$ cat src/rtl/muldiv_unit.sv
// Iterative HI/LO multiply/divide unit: shift-add multiply and restoring divide
// on operand magnitudes, one bit per cycle, with sign fix-up in the final state.
module muldiv_unit #(
    parameter int unsigned data_width = 32
) (
    input  logic                  clock,
    input  logic                  reset,
    input  logic                  start,
    input  logic [1:0]            op,
    input  logic [data_width-1:0] rs_data,
    input  logic [data_width-1:0] rt_data,
    input  logic [1:0]            hilo_we,
    input  logic [data_width-1:0] hilo_wdata,
    output logic                  busy,
    output logic                  done,
    output logic [data_width-1:0] hi,
    output logic [data_width-1:0] lo
);
    localparam int unsigned W  = data_width;
    localparam int unsigned CW = $clog2(W) + 1;
    localparam logic [CW-1:0] LAST = CW'(W - 1);

    typedef enum logic [1:0] {IDLE, RUN, FIN} state_t;

    state_t        state, next_state;
    logic [CW-1:0] count;
    logic [1:0]    op_q;
    logic [W-1:0]  rs_q, rt_q;
    logic [2*W-1:0] acc, acc_step;
    logic [W-1:0]  mag_rs, mag_rt, mag_rs_in, mag_rt_in;
    logic [W:0]    sum, shifted, trial;
    logic [W-1:0]  res_hi, res_lo;
    logic          is_signed, is_div, sign_diff;

    function automatic logic [W-1:0] magnitude(input logic [W-1:0] v, input logic sgn);
        return (sgn && v[W-1]) ? -v : v;
    endfunction

    assign is_signed = ~op_q[0];
    assign is_div    = op_q[1];
    assign sign_diff = is_signed & (rs_q[W-1] ^ rt_q[W-1]);
    assign mag_rs    = magnitude(rs_q, is_signed);
    assign mag_rt    = magnitude(rt_q, is_signed);
    assign mag_rs_in = magnitude(rs_data, ~op[0]);
    assign mag_rt_in = magnitude(rt_data, ~op[0]);
    assign busy      = (state != IDLE);

    always_ff @(posedge clock) begin
        if (reset) state <= IDLE;
        else       state <= next_state;
    end

    always_comb begin
        next_state = state;
        case (state)
            IDLE:    if (start) next_state = RUN;
            RUN:     if (count == LAST) next_state = FIN;
            FIN:     next_state = IDLE;
            default: next_state = IDLE;
        endcase
    end

    // acc holds {partial product} for multiply, {remainder, dividend/quotient} for divide
    always_comb begin
        sum      = '0;
        shifted  = '0;
        trial    = '0;
        acc_step = acc;
        if (is_div) begin
            shifted = {acc[2*W-1:W], acc[W-1]};
            trial   = shifted - {1'b0, mag_rt};
            if (!trial[W]) acc_step = {trial[W-1:0], acc[W-2:0], 1'b1};
            else           acc_step = {shifted[W-1:0], acc[W-2:0], 1'b0};
        end else begin
            sum      = {1'b0, acc[2*W-1:W]} + (acc[0] ? {1'b0, mag_rs} : '0);
            acc_step = {sum, acc[W-1:1]};
        end
    end

    always_comb begin
        res_hi = '0;
        res_lo = '0;
        if (!is_div) begin
            {res_hi, res_lo} = sign_diff ? -acc : acc;
        end else if (rt_q == '0) begin
            res_hi = rs_q;
            res_lo = '1;
        end else begin
            res_lo = sign_diff ? -acc[W-1:0] : acc[W-1:0];
            res_hi = (is_signed && rs_q[W-1]) ? -acc[2*W-1:W] : acc[2*W-1:W];
        end
    end

    always_ff @(posedge clock) begin
        if (reset) begin
            count <= '0;
            op_q  <= '0;
            rs_q  <= '0;
            rt_q  <= '0;
            acc   <= '0;
            done  <= 1'b0;
            hi    <= '0;
            lo    <= '0;
        end else begin
            done <= 1'b0;
            case (state)
                IDLE: begin
                    if (start) begin
                        op_q  <= op;
                        rs_q  <= rs_data;
                        rt_q  <= rt_data;
                        count <= '0;
                        acc   <= op[1] ? {{W{1'b0}}, mag_rs_in} : {{W{1'b0}}, mag_rt_in};
                    end else begin
                        if (hilo_we[1]) hi <= hilo_wdata;
                        if (hilo_we[0]) lo <= hilo_wdata;
                    end
                end
                RUN: begin
                    acc   <= acc_step;
                    count <= count + 1'b1;
                end
                FIN: begin
                    hi   <= res_hi;
                    lo   <= res_lo;
                    done <= 1'b1;
                end
                default: ;
            endcase
        end
    end
endmodule

$ cat config.mk
export PLATFORM = sky130hd
export DESIGN_NAME = muldiv_unit
export DESIGN_NICKNAME = d
export VERILOG_FILES = /design/src/rtl/muldiv_unit.sv
export SDC_FILE = /design/constraint.sdc
export NUM_CORES = 1
export LEC_CHECK = 0
export CAP_MARGIN = 25
export CORE_ASPECT_RATIO = 1.2
export CORE_MARGIN = 2
export CORE_UTILIZATION = 59
export CTS_CLUSTER_SIZE = 25
export DETAILED_ROUTE_END_ITERATION = 10
export PLACE_DENSITY = 0.82
export REMOVE_ABC_BUFFERS = 1
export SLEW_MARGIN = 20
export SYNTH_ARGS = -nofsm -noshare
export SYNTH_HDL_FRONTEND = slang
export SYNTH_SLANG_ARGS = --single-unit
$ cat constraint.sdc
create_clock -name clock -period 5.7 [get_ports clock]
set_input_delay 1.71 -clock clock [delete_from_list [all_inputs] [get_ports clock]]
set_output_delay 1.71 -clock clock [all_outputs]
set_load 0.01 [all_outputs]
==> reports/qor_table.md, run 1 <==
| Stage | Parameter | Reported |
| --- | --- | --- |
| clocking | Clock tree from TritonCTS | built |
| setup path | Critical-path cell list | or4_1 > or4_4 > nand2b_1 > nor2_2 > nand2_1 > o31ai_1 > xor2_1 > ha_1 > a21o_1 > a21o_1 > a21o_1 > a21o_1 > a221o_1 > a211o_1 > xnor2_4 > buf_4 > mux2i_1 > a31o_1 > a21oi_1 |
| sta | Time the worst path needs with I/O delays and setup | 5350 ps |
| sta | Fin. Hold Viols | 0 |
| power and ir drop | Static leakage | 7.82 nW |
| yosys | Library cell occupying the most area in the post-synthesis netlist | sky130_fd_sc_hd__dfxtp_1 |
| setup path | FF-to-FF path depth | 19 |
| sta | Final Cycle Share | 93.9% |
| power and ir drop | Power per unit of standard cell area | 235 nW/µm² |
| clocking | CTS-repair resized insts | 0 |
| yosys | Post-synth EDFFs | 0 |
| sta | Achievable Freq | 0.187 GHz |
| setup path | Reg2Reg Setup Slack | 350 ps |
| layout | Final net count | 2633 |
| sta | Number of failing setup endpoints in the final timing report | 0 |
| place | Buffers on Ports | 168 |
| yosys | Fraction of registers with async set/reset | 0% |
| yosys | Synth unique cells | 86 |
| sta | Measured slew at the worst slew-check pin | 1170 ps |
| yosys | Number of warning messages in the yosys log | 0 |
| route | Highest routing layer actually used | met4 |
| route | First-pass DRT Iterations | 6 |
| clocking | CTS buffer count | 23 |
| floorplan | Initial Util | 60.2% |
| place | Detail Placement HPWL | 47.3 mm |
| job | Max-cap violation count | 0 |
| floorplan | Number of placed I/O pins | 169 |
| setup path | Critical setup path kind | reg -> reg |
| clocking | Clock network latency to the later pin of the worst-skew pair | 540 ps |
| sta | Unrepaired setup endpoints after global routing | no |
| status | Run status | completed |
| yosys | Flip-flop and latch count after synthesis | 203 |
| layout | Area growth syn-to-layout | 14.3% |
| setup path | Launch point of the worst reg-to-reg path | rt_q[7]$_SDFFE_PP0P_ |
| worst hold path | Beginning of the worst hold path | lo[27]$_SDFFE_PP0P_ |
| layout | Antenna fix cells | 0 |
| yosys | Syn_area_per_cell | 7.20 µm² |
| global routing | Wire length of the first global-routing pass | 96.9 mm |
| setup path | Worst Setup End Kind | flop |
| global routing | Pin count of the biggest net entering global routing | 98 |
| yosys | Sequential share of the synthesized area | 23.4% |
| floorplan | Placement Rows | 68 |
| yosys | Post-synth top area share | 23.4% |
| setup path | Worst-path maximum fanout | 13 |
| layout | Layout cell share with drive strength beyond 1 | 5.14% |
| global routing | Initial antenna violation count | 0 |
| setup path | Critical path arrival | 5770 ps |
| floorplan | Area of the die | 30800 µm² |
| route | Wire length reported by the detailed router | 61.9 mm |
| place | Final GP Congestion | 1.02 |
| yosys | Total standard cell area after synthesis | 17400 µm² |
| route | Detail Route met3 WL | 5.23 mm |
| route | Met1 Routed Length | 24.9 mm |
| clocking | Clock sink count | 203 |
| setup path | Kind of launch point of the worst setup path | flop |
| route | Final routed wire length divided by cell count | 21.7 µm |
| route | Residual DRC | 0 |
| global routing | Number of global-route vias before repair | 17500 |
| place | Pre-CTS setup slack | 393 ps |
| clocking | Buffer type at the clock tree root | sky130_fd_sc_hd__clkbuf_16 |
| clocking | Clock transition at the registers of the reported paths | 60 ps |
| setup path | Max stage delay on crit path | 610 ps |
| clocking | H-tree Lvls | 1 |
| floorplan | Core Region | 28800 µm² |
| sta | Number of max-slew violations in the final report | 0 |
| worst hold path | Worst hold-check path type | reg -> reg |
| setup path | Required time at the endpoint of the critical path | 6110 ps |
| setup path | Worst path slowest cell | sky130_fd_sc_hd__or4_1 |
| sta | Clock Skews | 21.9 ps |
| sta | Worst setup slack after layout | 346 ps |
| yosys | Count of mapped cells out of synthesis | 2412 |
| global routing | Global route total overflow | 0 |
| yosys | Most common flop cell mapped by yosys | sky130_fd_sc_hd__dfxtp_1 |
| setup path | Critical Path Most Common Cell | sky130_fd_sc_hd__a21o_1 |
| clocking | Post-CTS setup buffer count | 0 |
| yosys | Top post-synthesis cells by area | sky130_fd_sc_hd__dfxtp_1 23%, sky130_fd_sc_hd__a21oi_1 8.0%, sky130_fd_sc_hd__nand2_1 7.2% |
| worst hold path | Hold Path Cell Cnt | 2 |
| route | Number of vias per cell after detailed routing | 6.55 |
| floorplan | Die extent in x | 161 µm |
| clocking | Cts hold-fix bufs | 0 |
| power and ir drop | Highest ir drop seen on vdd | 245 µV |
| route | WL met2 | 27.6 mm |
| clocking | Longest Clk Path Bufs | 3 |
| route | Number of violations reported at the end of detailed-routing iteration 0 | 2030 |
| worst hold path | Hold Path Sink | lo[27]$_SDFFE_PP0P_ |
| floorplan | Die height | 192 µm |
| route | Detail Route Antenna Nets | 0 |
| sta | Total negative slack | 0 ps |
| setup path | Reg-to-reg critical path endpoint | acc[56]$_SDFFE_PP0P_ |
| global routing | All-layer global routing usage | 39.4% |
| route | Number of vias after detailed routing | 18700 |
| sta | Worst rel slew slack | 20.9% |
[synthesized netlist by cell type (all sizes together) (13+ instances only)]
cell / count
a211oi: 79
a21o: 41
a21oi: 279
a221oi: 18
a22oi: 19
a31oi: 22
and3: 13
buf: 36
clkbuf: 151
dfxtp: 203
ha: 71
inv: 46
mux2i: 36
nand2: 331
nand2b: 19
nand3: 28
nand4: 13
nor2: 237
nor2b: 21
nor3: 45
nor4: 25
o211ai: 34
o21ai: 153
o221ai: 36
o31ai: 25
or3: 29
or4: 16
xnor2: 134
xor2: 119
[critical path: cells and delay by family, from the launching register on]
kind / cells / cell delay [ps]
AO/OA/AOI/OAI: 9 / 1910
AND/OR/NAND/NOR: 5 / 1620
XOR/XNOR: 2 / 620
flip-flops: 1 / 350
adder cells (fa/ha/maj): 1 / 300
buffers and inverters: 1 / 230
multiplexers: 1 / 190
[through the flow]
stage	instances	power (mW)	utilization (%)	hold slack, ps	instance area (µm²)
finish	2858	4.66	68.8	449	19900
global route	2858	4.86	68.8	469	19900
CTS	2858	4.62	68.8	451	19900
detailed placement	2817	3.16	66.3	445	19100
global placement	2817	3.14	66.3	439	19100
floorplan	2225	2.62	-	449	16600
[state kept, by name, indices dropped and copies added (netlist names)]
signal / cells
rs_q: 32
op_q: 2
rt_q: 32
done: 1
state: 2
acc: 64
hi: 32
lo: 32
count: 6
[worst max-delay path by stage]
| stage | start | end | slack, ps | cells after the start |
|---|---|---|---|---|
| after global routing | rt_q[7]$_SDFFE_PP0P_ | acc[56]$_SDFFE_PP0P_ | 40 | 19 |
| after CTS | rt_q[7]$_SDFFE_PP0P_ | acc[56]$_SDFFE_PP0P_ | 330 | 19 |
| after detailed placement | rt_q[7]$_SDFFE_PP0P_ | acc[56]$_SDFFE_PP0P_ | 390 | 19 |
| after floorplan | rt_q[7]$_SDFFE_PP0P_ | acc[60]$_SDFFE_PP0P_ | 250 | 18 |
| final | rt_q[7]$_SDFFE_PP0P_ | acc[56]$_SDFFE_PP0P_ | 350 | 19 |
| after global placement | rt_q[7]$_SDFFE_PP0P_ | acc[42]$_SDFFE_PP0P_ | 430 | 18 |
[area by class of cell]
class | count | area [µm²]
Inverter | 46 | 173
Sequential cell | 203 | 4070
Fill cell | 2437 | 8990
Timing Repair Buffer | 207 | 1990
Tap cell | 385 | 482
Clock buffer | 28 | 624
Clock inverter | 13 | 108
Multi-Input combinational cell | 1976 | 12400
[metal layers]
layer | up-vias | track usage, %
met2 | 1033 | 64.5
li1 | 8760 | -
met1 | 8722 | 50.7
met4 | 0 | 23.5
met3 | 219 | 3.78
met5 | - | 0
[where the power goes]
| group | switching (mW) | internal (mW) | leakage [nW] | total [mW] |
|---|---|---|---|---|
| combinational | 0.906 | 0.620 | 5.79 | 1.53 |
| sequential | 0.146 | 1.50 | 1.66 | 1.65 |
| clock | 0.655 | 0.828 | 0.362 | 1.48 |
| total | 1.71 | 2.95 | 7.82 | 4.66 |
[logic make-up (layout without fill, tap and decap cells)]
logic type | Yosys count | after routing | synth area share (%)
AND/OR/NAND/NOR | 816 | 816 | 21.6
AO/OA/AOI/OAI | 797 | 797 | 29.2
XOR/XNOR | 253 | 253 | 12.9
buffers and inverters | 233 | 294 | 5.44
flip-flops | 203 | 203 | 23.4
adder cells (fa/ha/maj) | 73 | 73 | 5.34
multiplexers | 37 | 37 | 2.14
[cell usage in the layout, fill, tap and decap left out, types with 23 or more instances in the layout]
| cell type | instances |
|---|---|
| sky130_fd_sc_hd__nor2_1 | 232 |
| sky130_fd_sc_hd__or3_1 | 29 |
| sky130_fd_sc_hd__clkbuf_16 | 23 |
| sky130_fd_sc_hd__o21ai_0 | 138 |
| sky130_fd_sc_hd__nor3_1 | 43 |
| sky130_fd_sc_hd__a21oi_1 | 277 |
| sky130_fd_sc_hd__o211ai_1 | 34 |
| sky130_fd_sc_hd__o221ai_1 | 36 |
| sky130_fd_sc_hd__nand2_1 | 331 |
| sky130_fd_sc_hd__dfxtp_1 | 202 |
| sky130_fd_sc_hd__inv_1 | 46 |
| sky130_fd_sc_hd__ha_1 | 71 |
| sky130_fd_sc_hd__o31ai_1 | 24 |
| sky130_fd_sc_hd__a21o_1 | 41 |
| sky130_fd_sc_hd__nand3_1 | 28 |
| sky130_fd_sc_hd__xor2_1 | 119 |
| sky130_fd_sc_hd__clkdlybuf4s50_1 | 166 |
| sky130_fd_sc_hd__mux2i_1 | 36 |
| sky130_fd_sc_hd__buf_4 | 39 |
| sky130_fd_sc_hd__a211oi_1 | 79 |
| sky130_fd_sc_hd__xnor2_1 | 133 |
(Power assumes the default switching activity.)
==> inputs of run 2 (changes only) <==
CORE_UTILIZATION = 63   (was 59)
DONT_BUFFER_PORTS = 1   (was default)
PLACE_DENSITY = 0.79   (was 0.82)
==> reports/qor_table.md, run 2 (synthesis gave the netlist of run 1 again) <==
| Stage | Parameter | Reported |
| --- | --- | --- |
| global routing | Number of global-route vias before repair | 16600 |
| layout | Layout cell share with drive strength beyond 1 | 5.22% |
| setup path | Required time at the endpoint of the critical path | 6120 ps |
| setup path | Worst Setup End Kind | flop |
| setup path | Critical-path cell list | or4_1 > or4_4 > nand2b_1 > nor2_2 > nand2_1 > o31ai_1 > xor2_1 > ha_1 > a21o_1 > a21o_1 > a21o_1 > a21o_1 > a221o_1 > a211o_1 > xnor2_4 > buf_12 > mux2_1 > a21oi_1 > nor3_1 |
| clocking | Cts hold-fix bufs | 0 |
| setup path | Critical Path Most Common Cell | sky130_fd_sc_hd__a21o_1 |
| power and ir drop | Static leakage | 7.19 nW |
| place | Final GP Congestion | 1.00 |
| power and ir drop | Highest ir drop seen on vdd | 246 µV |
| power and ir drop | Power per unit of standard cell area | 250 nW/µm² |
| sta | Worst rel slew slack | 25.7% |
| sta | Measured slew at the worst slew-check pin | 1100 ps |
| global routing | GR met3 Demand/Resource | 7.47% |
| setup path | Worst-path maximum fanout | 55 |
| place | Placed cell count | 2601 |
| global routing | Global routing usage on met1 | 48.7% |
| global routing | Initial antenna violation count | 1 |
| layout | Antenna fix cells | 0 |
| layout | Count of placed standard cells in the final layout, fillers left out | 2640 |
| layout | Final net count | 2462 |
| sta | Number of max-slew violations in the final report | 0 |
| floorplan | Number of placed I/O pins | 169 |
| global routing | All-layer global routing usage | 39.6% |
| clocking | CTS-repair resized insts | 0 |
| sta | Total negative slack | 0 ps |
| route | First-pass DRT Iterations | 6 |
| layout | Design area | 18100 µm² |
| setup path | FF-to-FF path depth | 19 |
| floorplan | Core Region | 27100 µm² |
| place | Buffers on Ports | 0 |
| sta | Unrepaired setup endpoints after global routing | no |
| clocking | Longest Clk Path Bufs | 3 |
| route | Number of violations reported at the end of detailed-routing iteration 0 | 1623 |
| global routing | Global route total overflow | 0 |
| setup path | Max stage delay on crit path | 600 ps |
| floorplan | Area of the die | 28900 µm² |
| setup path | Worst path slowest cell | sky130_fd_sc_hd__or4_1 |
| setup path | Critical path arrival | 5690 ps |
| layout | Commonest cells after routing, fill and taps aside | 331 x sky130_fd_sc_hd__nand2_1, 277 x sky130_fd_sc_hd__a21oi_1, 232 x sky130_fd_sc_hd__nor2_1 |
| route | Detail Route Antenna Nets | 0 |
| global routing | Grt peak-use layer | met2 |
| clocking | Clock transition at the registers of the reported paths | 60 ps |
| floorplan | Die extent in x | 156 µm |
| route | Number of vias per cell after detailed routing | 6.73 |
| sta | Fin. Hold Viols | 0 |
| sta | Clock Skews | 17.1 ps |
| global routing | Met2 routing resource usage after global routing | 64.2% |
| route | Wire length reported by the detailed router | 58.3 mm |
| route | Final routed wire length divided by cell count | 22.1 µm |
| route | Residual DRC | 0 |
| status | Run status | completed |
| global routing | Wire length of the first global-routing pass | 91.0 mm |
| clocking | Clock network latency to the later pin of the worst-skew pair | 550 ps |
| layout | Leading cell type in the layout, fill and taps excluded | sky130_fd_sc_hd__nand2_1 |
| worst hold path | Hold Path Cell Cnt | 2 |
| place | DP Area | 17400 µm² |
| clocking | Clock sink count | 203 |
| clocking | Buffer type at the clock tree root | sky130_fd_sc_hd__clkbuf_16 |
| global routing | Pin count of the biggest net entering global routing | 169 |
| power and ir drop | Power consumption | 4.54 mW |
| sta | Hold WS | 483 ps |
| sta | Time the worst path needs with I/O delays and setup | 5270 ps |
| floorplan | Placement Rows | 66 |
| floorplan | Die height | 186 µm |
| clocking | Clock tree from TritonCTS | built |
| layout | Largest register by flop count | acc |
| job | Max-cap violation count | 0 |
| sta | Achievable Freq | 0.190 GHz |
| worst hold path | Worst hold-check path type | reg -> reg |
| route | Number of vias after detailed routing | 17800 |
| setup path | Critical setup path kind | reg -> reg |
| clocking | Post-CTS setup buffer count | 0 |
| setup path | Kind of launch point of the worst setup path | flop |
| floorplan | Initial Util | 64.1% |
| sta | Number of failing setup endpoints in the final timing report | 0 |
| clocking | CTS buffer count | 23 |
| sta | Final Cycle Share | 92.5% |
| clocking | H-tree Lvls | 1 |
| layout | Area growth syn-to-layout | 4.44% |
| layout | Max FFs per register | 64 |
| place | Detail Placement HPWL | 44.4 mm |
run 2: final cells by class:
cell class / count / area [µm²]
multi-input cells: 1976 / 12400
repair buffers: 36 / 303
inverters: 46 / 173
flip-flops and latches: 203 / 4070
well taps: 340 / 425
clock inverters: 9 / 128
clock buffers: 30 / 642
fillers: 2457 / 8940
run 2: stage by stage:
step	utilization (%)	worst slack, ps
finish	67.0	427
floorplan	-	247
global route	67.0	62.7
global placement	64.0	526
CTS	67.0	448
detailed placement	64.1	477
run 2: metal layers:
metal / vias up / part of all wire (%)
li1: 8426 / -
met1: 8180 / 38
met2: 965 / 44
met3: 205 / 11
met4: 0 / 6.9
met5: - / 0
run 2: critical path: cells and delay by family, from the launching register on:
family | cells | cell delay (ps)
AO/OA/AOI/OAI | 8 | 1850
AND/OR/NAND/NOR | 6 | 1630
flip-flops | 1 | 360
XOR/XNOR | 2 | 350
multiplexers | 1 | 350
adder cells (fa/ha/maj) | 1 | 320
buffers and inverters | 1 | 250
run 2: power by group:
group          total, mW  internal [mW]  switching, mW
registers           1.66           1.50          0.153
logic               1.31          0.518          0.796
clock network       1.57          0.924          0.646
run 2: path summary, 6_finish.rpt:
check                              from                    end  slack, ps
hold / removal    rt_q[25]$_SDFFE_PP0P_  rt_q[25]$_SDFFE_PP0P_        480
setup / recovery   rt_q[7]$_SDFFE_PP0P_   acc[42]$_SDFFE_PP0P_        430
setup reg to reg   rt_q[7]$_SDFFE_PP0P_   acc[42]$_SDFFE_PP0P_        430
hold reg to reg   rt_q[25]$_SDFFE_PP0P_  rt_q[25]$_SDFFE_PP0P_        480
==> inputs of run 3 (changes only) <==
RECOVER_POWER = 100   (was default)
==> reports/qor_table.md, run 3 (synthesis gave the netlist of run 1 again) <==
| Stage | Parameter | Reported |
| --- | --- | --- |
| sta | Time the worst path needs with I/O delays and setup | 5260 ps |
| setup path | Worst path slowest cell | sky130_fd_sc_hd__or4_1 |
| route | Number of vias per cell after detailed routing | 6.74 |
| global routing | Pin count of the biggest net entering global routing | 169 |
| sta | Fin. Hold Viols | 0 |
| setup path | Total buffers and inverters traversed by the critical path | 1 |
| floorplan | Die height | 186 µm |
| sta | Measured slew at the worst slew-check pin | 3220 ps |
| job | Max-cap violation count | 3 |
| setup path | Worst Setup End Kind | flop |
| clocking | Clock network latency to the later pin of the worst-skew pair | 550 ps |
| route | Number of violations reported at the end of detailed-routing iteration 0 | 1721 |
| place | Placed cell count | 2601 |
| clocking | Cts hold-fix bufs | 0 |
| sta | Total negative slack | 0 ps |
| clocking | Buffer type at the clock tree root | sky130_fd_sc_hd__clkbuf_16 |
| route | Residual DRC | 0 |
| global routing | Wire length of the first global-routing pass | 91.0 mm |
| clocking | Clock transition at the registers of the reported paths | 60 ps |
| layout | Count of filler cells inserted in the layout | 2461 |
| place | Detail Placement HPWL | 44.4 mm |
| global routing | Number of global-route vias before repair | 16600 |
| power and ir drop | Power consumption | 4.54 mW |
| sta | Worst rel slew slack | -115% |
| route | First-pass DRT Iterations | 6 |
| setup path | Critical setup path kind | reg -> reg |
| global routing | Global route total overflow | 0 |
| clocking | Clock tree from TritonCTS | built |
| clocking | H-tree Lvls | 1 |
| clocking | CTS-repair resized insts | 0 |
| sta | Unrepaired setup endpoints after global routing | no |
| sta | Final Cycle Share | 92.3% |
| clocking | CTS buffer count | 23 |
| sta | Clock Skews | 18.6 ps |
| sta | Number of max-slew violations in the final report | 173 |
| setup path | Required time at the endpoint of the critical path | 6120 ps |
| layout | Leading cell type in the layout, fill and taps excluded | sky130_fd_sc_hd__nand2_1 |
| layout | Largest register by flop count | acc |
| route | Number of vias after detailed routing | 17800 |
| floorplan | Placement Rows | 66 |
| route | Detail Route Antenna Nets | 0 |
| floorplan | Number of placed I/O pins | 169 |
| sta | Number of failing setup endpoints in the final timing report | 0 |
| place | DP Area | 17400 µm² |
| status | Run status | finished, violations left |
| layout | Max FFs per register | 64 |
| setup path | Critical Path Most Common Cell | sky130_fd_sc_hd__a21o_1 |
| floorplan | Initial Util | 64.1% |
| power and ir drop | Power per unit of standard cell area | 251 nW/µm² |
| setup path | Max stage delay on crit path | 600 ps |
| setup path | Kind of launch point of the worst setup path | flop |
| sta | Achievable Freq | 0.190 GHz |
| sta | Worst setup slack after layout | 438 ps |
| status | Violations in the final reports | capacitance limit, slew limit |
| layout | Count of placed standard cells in the final layout, fillers left out | 2641 |
| place | Final GP Congestion | 1.00 |
| layout | Final net count | 2462 |
| clocking | Longest Clk Path Bufs | 3 |
| clocking | Post-CTS setup buffer count | 0 |
| setup path | Critical path arrival | 5680 ps |
| route | Final routed wire length divided by cell count | 22.1 µm |
| setup path | Delay-heaviest family, CP | compound AO/OA/AOI/OAI gates |
| power and ir drop | Highest ir drop seen on vdd | 247 µV |
| layout | Layout Utilization | 66.9% |
| global routing | Initial antenna violation count | 1 |
| setup path | Critical-path cell list | or4_1 > or4_4 > nand2b_1 > nor2_2 > nand2_1 > o31ai_1 > xor2_1 > ha_1 > a21o_1 > a21o_1 > a21o_1 > a21o_1 > a221o_1 > a211o_1 > xnor2_4 > buf_12 > mux2_1 > a21oi_1 > nor3_1 |
| layout | Commonest cells after routing, fill and taps aside | 331 x sky130_fd_sc_hd__nand2_1, 277 x sky130_fd_sc_hd__a21oi_1, 234 x sky130_fd_sc_hd__nor2_1 |
| worst hold path | Worst hold-check path type | reg -> reg |
| clocking | Clock sink count | 203 |
| layout | Area growth syn-to-layout | 4.25% |
| route | Wire length reported by the detailed router | 58.3 mm |
| floorplan | Die extent in x | 156 µm |
| setup path | Worst-path maximum fanout | 55 |
| floorplan | Core Region | 27100 µm² |
| place | Buffers on Ports | 0 |
| layout | Design area | 18100 µm² |
| floorplan | Area of the die | 28900 µm² |
| place | Pre-CTS setup slack | 477 ps |
| layout | Layout cell share with drive strength beyond 1 | 4.83% |
| power and ir drop | Static leakage | 7.17 nW |
| sta | Hold WS | 483 ps |
| global routing | All-layer global routing usage | 39.6% |
-- run 3: cell types whose count changed in the layout (fill, tap and decap cells not counted), moves of 2 or more --
cell                       previous run  this run
sky130_fd_sc_hd__o21ai_1             14         8
sky130_fd_sc_hd__clkbuf_1             3         7
sky130_fd_sc_hd__buf_4               32        28
sky130_fd_sc_hd__o21ai_0            138       145
sky130_fd_sc_hd__nor2_1             232       234
-- run 3: worst reg2reg max path, cell delays in order, from the launching register on --
cell	delay, ps
sky130_fd_sc_hd__dfxtp_1	360
sky130_fd_sc_hd__or4_1	600
sky130_fd_sc_hd__or4_4	470
sky130_fd_sc_hd__nand2b_1	230
sky130_fd_sc_hd__nor2_2	150
sky130_fd_sc_hd__nand2_1	120
sky130_fd_sc_hd__o31ai_1	270
sky130_fd_sc_hd__xor2_1	180
sky130_fd_sc_hd__ha_1	320
sky130_fd_sc_hd__a21o_1	230
sky130_fd_sc_hd__a21o_1	180
sky130_fd_sc_hd__a21o_1	190
sky130_fd_sc_hd__a21o_1	160
sky130_fd_sc_hd__a221o_1	310
sky130_fd_sc_hd__a211o_1	360
sky130_fd_sc_hd__xnor2_4	170
sky130_fd_sc_hd__buf_12	250
sky130_fd_sc_hd__mux2_1	390
sky130_fd_sc_hd__a21oi_1	140
sky130_fd_sc_hd__nor3_1	60
-- run 3: final timing paths --
kind | from | endpoint | slack [ps] | depth (start not counted)
hold reg to reg | rt_q[25]$_SDFFE_PP0P_ | rt_q[25]$_SDFFE_PP0P_ | 480 | 2
setup / recovery | rt_q[7]$_SDFFE_PP0P_ | acc[42]$_SDFFE_PP0P_ | 440 | 19
setup reg to reg | rt_q[7]$_SDFFE_PP0P_ | acc[42]$_SDFFE_PP0P_ | 440 | 19
hold / removal | rt_q[25]$_SDFFE_PP0P_ | rt_q[25]$_SDFFE_PP0P_ | 480 | 2
-- run 3: power breakdown --
group,internal (mW),switching (mW)
clock network,0.924,0.645
registers,1.50,0.154
logic,0.519,0.798
total,2.95,1.60
-- run 3: routing by layer --
| layer | vias to the layer above | share of wire (%) | GRT usage [%] |
|---|---|---|---|
| li1 | 8426 | - | - |
| met1 | 8243 | 39 | 48.7 |
| met2 | 929 | 44 | 64.2 |
| met3 | 193 | 10 | 7.47 |
| met4 | 0 | 6.8 | 24.4 |
| met5 | - | 0 | 0 |
-- run 3: cell type report --
class                           instances  area, µm²  share of cell area (%)
Tap cell                              340        425                    2.35
Clock inverter                          9        128                   0.705
Inverter                               46        173                   0.954
Sequential cell                       203       4070                    22.5
Clock buffer                           30        642                    3.54
Multi-Input combinational cell       1976      12400                    68.4
Timing Repair Buffer                   36        288                    1.59
Antenna cell                            1       2.50                  0.0138
